$ cat src/rtl/i2c_bit_timer.sv
// I2C bit timer: turns a 4x-SCL phase reference into a four-quarter SCL bit with SDA change/sample strobes.
// Define I2C_STRETCH_TIMEOUT_EN to abort a bit when a slave stretches SCL for too long.
module i2c_bit_timer #(
  parameter int SYNC_STAGES           = 2,
  parameter int STRETCH_TIMEOUT_TICKS = 64
) (
  input  logic inputClock,
  input  logic reset,
  input  logic phaseClock,
  input  logic enable,
  input  logic sclIn,
  output logic sclDriveLow,
  output logic dataChangeStrobe,
  output logic dataSampleStrobe,
  output logic bitDone,
  output logic busy,
  output logic stretching,
  output logic timeoutError
);

  typedef enum logic [2:0] {IDLE, LOW1, LOW2, HIGH1, HIGH2} state_t;

  state_t                 state;
  logic [SYNC_STAGES-1:0] phase_sync;
  logic [SYNC_STAGES-1:0] scl_sync;
  logic                   phase_hist;
  logic                   tick;
  logic                   scl_level;

  if (SYNC_STAGES < 2 || SYNC_STAGES > 4 || STRETCH_TIMEOUT_TICKS < 1) begin : g_bad_params
    $error("i2c_bit_timer: illegal parameter value");
  end

  // Synchronizers reset high so a phaseClock already high at release is not mistaken for a rising edge.
  always_ff @(posedge inputClock or posedge reset) begin
    if (reset) begin
      phase_sync <= '1;
      scl_sync   <= '1;
      phase_hist <= 1'b1;
    end else begin
      phase_sync <= {phase_sync[SYNC_STAGES-2:0], phaseClock};
      scl_sync   <= {scl_sync[SYNC_STAGES-2:0], sclIn};
      phase_hist <= phase_sync[SYNC_STAGES-1];
    end
  end

  assign tick      = phase_sync[SYNC_STAGES-1] & ~phase_hist;
  assign scl_level = scl_sync[SYNC_STAGES-1];

`ifdef I2C_STRETCH_TIMEOUT_EN
  localparam int CW = $clog2(STRETCH_TIMEOUT_TICKS + 1);
  localparam logic [CW-1:0] LIMIT = CW'(STRETCH_TIMEOUT_TICKS);
  logic [CW-1:0] stretch_cnt;
`else
  assign timeoutError = 1'b0;
`endif

  always_ff @(posedge inputClock or posedge reset) begin
    if (reset) begin
      state            <= IDLE;
      sclDriveLow      <= 1'b0;
      dataChangeStrobe <= 1'b0;
      dataSampleStrobe <= 1'b0;
      bitDone          <= 1'b0;
      busy             <= 1'b0;
      stretching       <= 1'b0;
`ifdef I2C_STRETCH_TIMEOUT_EN
      stretch_cnt      <= '0;
      timeoutError     <= 1'b0;
`endif
    end else begin
      dataChangeStrobe <= 1'b0;
      dataSampleStrobe <= 1'b0;
      bitDone          <= 1'b0;
      if (tick) begin
        unique case (state)
          IDLE: begin
            if (enable) begin
              state       <= LOW1;
              sclDriveLow <= 1'b1;
              busy        <= 1'b1;
`ifdef I2C_STRETCH_TIMEOUT_EN
              timeoutError <= 1'b0;
`endif
            end
          end
          LOW1: begin
            state            <= LOW2;
            dataChangeStrobe <= 1'b1;
          end
          LOW2: begin
            state       <= HIGH1;
            sclDriveLow <= 1'b0;
`ifdef I2C_STRETCH_TIMEOUT_EN
            stretch_cnt <= '0;
`endif
          end
          HIGH1: begin
            // SCL only counts as high once the released line has been seen through the synchronizer.
            if (scl_level) begin
              state            <= HIGH2;
              dataSampleStrobe <= 1'b1;
              stretching       <= 1'b0;
            end else begin
`ifdef I2C_STRETCH_TIMEOUT_EN
              if (stretch_cnt == LIMIT - 1'b1) begin
                state        <= IDLE;
                busy         <= 1'b0;
                stretching   <= 1'b0;
                timeoutError <= 1'b1;
                stretch_cnt  <= LIMIT;
              end else begin
                stretching  <= 1'b1;
                stretch_cnt <= stretch_cnt + 1'b1;
              end
`else
              stretching <= 1'b1;
`endif
            end
          end
          HIGH2: begin
            bitDone <= 1'b1;
            if (enable) begin
              state       <= LOW1;
              sclDriveLow <= 1'b1;
            end else begin
              state       <= IDLE;
              sclDriveLow <= 1'b0;
              busy        <= 1'b0;
            end
          end
          default: state <= IDLE;
        endcase
      end
    end
  end

endmodule

$ cat config.mk
export PLATFORM = sky130hd
export DESIGN_NAME = i2c_bit_timer
export DESIGN_NICKNAME = d
export VERILOG_FILES = /design/src/rtl/i2c_bit_timer.sv
export SDC_FILE = /design/constraint.sdc
export NUM_CORES = 1
export LEC_CHECK = 0
export CAP_MARGIN = 10
export CORE_MARGIN = 2
export CORE_UTILIZATION = 35
export DETAILED_ROUTE_END_ITERATION = 12
export PLACE_DENSITY = 0.64
export SLEW_MARGIN = 30
export SYNTH_ARGS = -nofsm -noshare
export SYNTH_HDL_FRONTEND = slang
export SYNTH_SLANG_ARGS = --single-unit
$ cat constraint.sdc
create_clock -name inputClock -period 1.4 [get_ports inputClock]
set_input_delay 0.42 -clock inputClock [delete_from_list [all_inputs] [get_ports inputClock]]
set_output_delay 0.42 -clock inputClock [all_outputs]
set_load 0.1 [all_outputs]
==> impl_results.md <==
* Clock Latency Late Sink at 270 ps
* Post-CTS Setup Inserts at 0
* Syn Nets at 51
* LEAKAGE at 0.360 nW
* Final Hold Violating Endpoints at 0
* Avg Cell Area, Syn at 12.6 sq um
* Die Y at 44.7 um
* Worst flop-to-flop path startpoint: phase_sync[1]
* CTS tree: done
* R2R setup slack at 170 ps
* Setup WS pre-CTS at 2.46 ps
* Via count at 375
* Max Root-Sink Buffers at 2
* CTS sink cnt at 14
* Number of synthesized flops with an enable pin at 0
* CP bufs+invs at 1
* Final Cycle Share at roughly 90%
* Remaining global-route overflow at 0
* Crit Path Class: flip-flop to output pin
* I/O Pins at 12
* Max incr delay on CP at 420 ps
* Util after Layout at 51.6%
* Register share of total power at 40.3%
* Post-detail-place hpwl at 616 um
* Setup TNS at 0 ps
* Final ANT Viol Nets at 0
* Pins Over Slew Limit at 0
* Initial antenna violation count at 0
* Crit path DAT at just under 900 ps
* Unique cell type count in the Yosys netlist at 24
* F_max at ~770 MHz
* Largest net degree at the start of global routing at 15
* Final min period at around 1300 ps
* Drt first pass iters at 2
* Total wire length at 863 um
* Global-route wire length before repair at 1.50 mm
* Hold EP: phase_sync[1]
* Worst reg2reg path endpoint: busy
* Routed vias/inst at 4.93
* Int Pwr at 0.881 mW
* # fillers at ~140
* Final worst slack at 107 ps
* Share of layout cells above drive strength 1 at a little under a third
* Crit-path cells: buf_12
* H-Tree Depth at 1
* #FFs+latches synth at 14
* PostCTS Resize Cnt at 0
* Netlist Area Pre-Place at 581 sq um
* FF-to-FF path depth at 3
* Placed inst area at 761 sq um
* Pwr per Cell Area at approximately 2000 nW/um^2
* GRT Util Overall at a little over a tenth
* Worst-path clk slew at around 80 ps
* Multi-input gate area at 198 sq um
* Number of global-route vias before repair at 346
* Hold path depth at 0
* Worst path top cell family by delay: flip-flops
* Warnings, synthesis at 0
* Maximum VDD drop at 1.19 mV
* Reg area at 357 sq um
* Most frequent cells in the layout: dfrtp_1 (9), buf_12 (6), dfstp_2 (5)
* Most flops, register: state
* Num CTS Buffers at 3
* Clock Power Share at approximately 14%
* Critical Path Fanout Max at 3
* DRT iter0 DRCs at 8
* PortBufs at 10
* Asr flop ratio synth at 100%
* Combinational power share at 45.4%
* # DRC at 0
* Gp weighted congestion at 0.742
* Cts hold-fix bufs at 0
* Area delta synth->final at 35.6%
* Critical path's slowest cell: dfrtp_1
* RSZ-0062 raised after global routing: no
* Max_cap viols at 0
* Final setup viols at 0
* Finished Cell Area at 787 sq um
* Core ar. at 1520 sq um
* Ant diodes at 0
* Sw frac at 45.2%
* Die Area at 2000 sq um
* Wirelength per Cell at between 10 and 15 um
* Register area share after synthesis at 61.4%
* Crit path required time at 980 ps
* Mapped Cells at between 40 and 50
* Result of the run: finished, final reports clean
* Crit start category: flip-flop
* Commonest non-fill, non-tap cell in the layout: dfrtp_1
* CTS root buffer: clkbuf_4
* Switch Pwr at 0.726 mW
* Die width at 44.7 um
* Initial Util at 38.1%
* Main synth FF type: dfrtp_1
* Worst hold path type: flip-flop to flip-flop
* Hold path start: phase_sync[0]
* Max reg flops at 3
* Top flop regs: state x3, phase_sync x2, scl_sync x2
* Layout Nets at 66
* Clk_skew at 2.60 ps
* Rows at 14
* Kind of end point of the critical path: output pin
* Crit. Startpoint: busy
area by class of cell:
cell class / instances / area share, %
flip-flops and latches: 14 / 45.3
multi-input cells: 27 / 25.1
repair buffers: 12 / 22.3
clock buffers: 4 / 3.34
well taps: 16 / 2.54
inverters: 3 / 1.43
per-stage QoR:
step / hold WS, ps / instances / power [mW]
after global placement: 346 / 72 / 1.38
after detailed placement: 348 / 72 / 1.39
final: 359 / 76 / 1.61
after CTS: 360 / 76 / 1.63
after global routing: 363 / 76 / 1.70
after floorplan: 306 / 46 / 1.14
kinds of logic after synthesis:
logic type,Yosys count,synth area share (%)
AND/OR/NAND/NOR,15,20.9
flip-flops,14,61.4
buffers and inverters,5,4.52
AO/OA/AOI/OAI,11,12.5
other,1,0.646
layer usage:
layer  vias up  global-route usage (%)  share of wire [%]
li1        189                       -                  -
met1       179                    14.9                 48
met2         7                    13.9                 48
met3         0                    4.80                3.8
met4         0                    5.45                  0
met5         -                       0                  0
how the worst max path moves through the flow:
stage,end,slack [ps],cells past startpoint
after global routing,busy,40,1
after detailed placement,busy,2,3
after global placement,busy,30,3
final,busy,110,1
after floorplan,sclDriveLow,40,3
after CTS,busy,90,1
power by group through the flow:
stage / clock (mW) / combinational, mW / sequential [mW]
6_report: 0.229 / 0.730 / 0.648
5_1_grt: 0.267 / 0.768 / 0.665
4_1_cts: 0.243 / 0.736 / 0.648
3_5_place_dp: 0 / 0.734 / 0.658
3_3_place_gp: 0 / 0.726 / 0.653
2_1_floorplan: 0 / 0.238 / 0.898
synth_stat cells, types with 2 or more instances:
| cell | instances | area [sq um] |
|---|---|---|
| nand2_1 | 4 | 15.0 |
| buf_4 | 2 | 15.0 |
| dfrtp_1 | 9 | 225 |
| inv_1 | 3 | 11.3 |
| nand2b_1 | 2 | 12.5 |
| a21oi_1 | 4 | 20.0 |
| dfstp_2 | 5 | 131 |
Note: power is estimated with default switching activity, not from simulation.
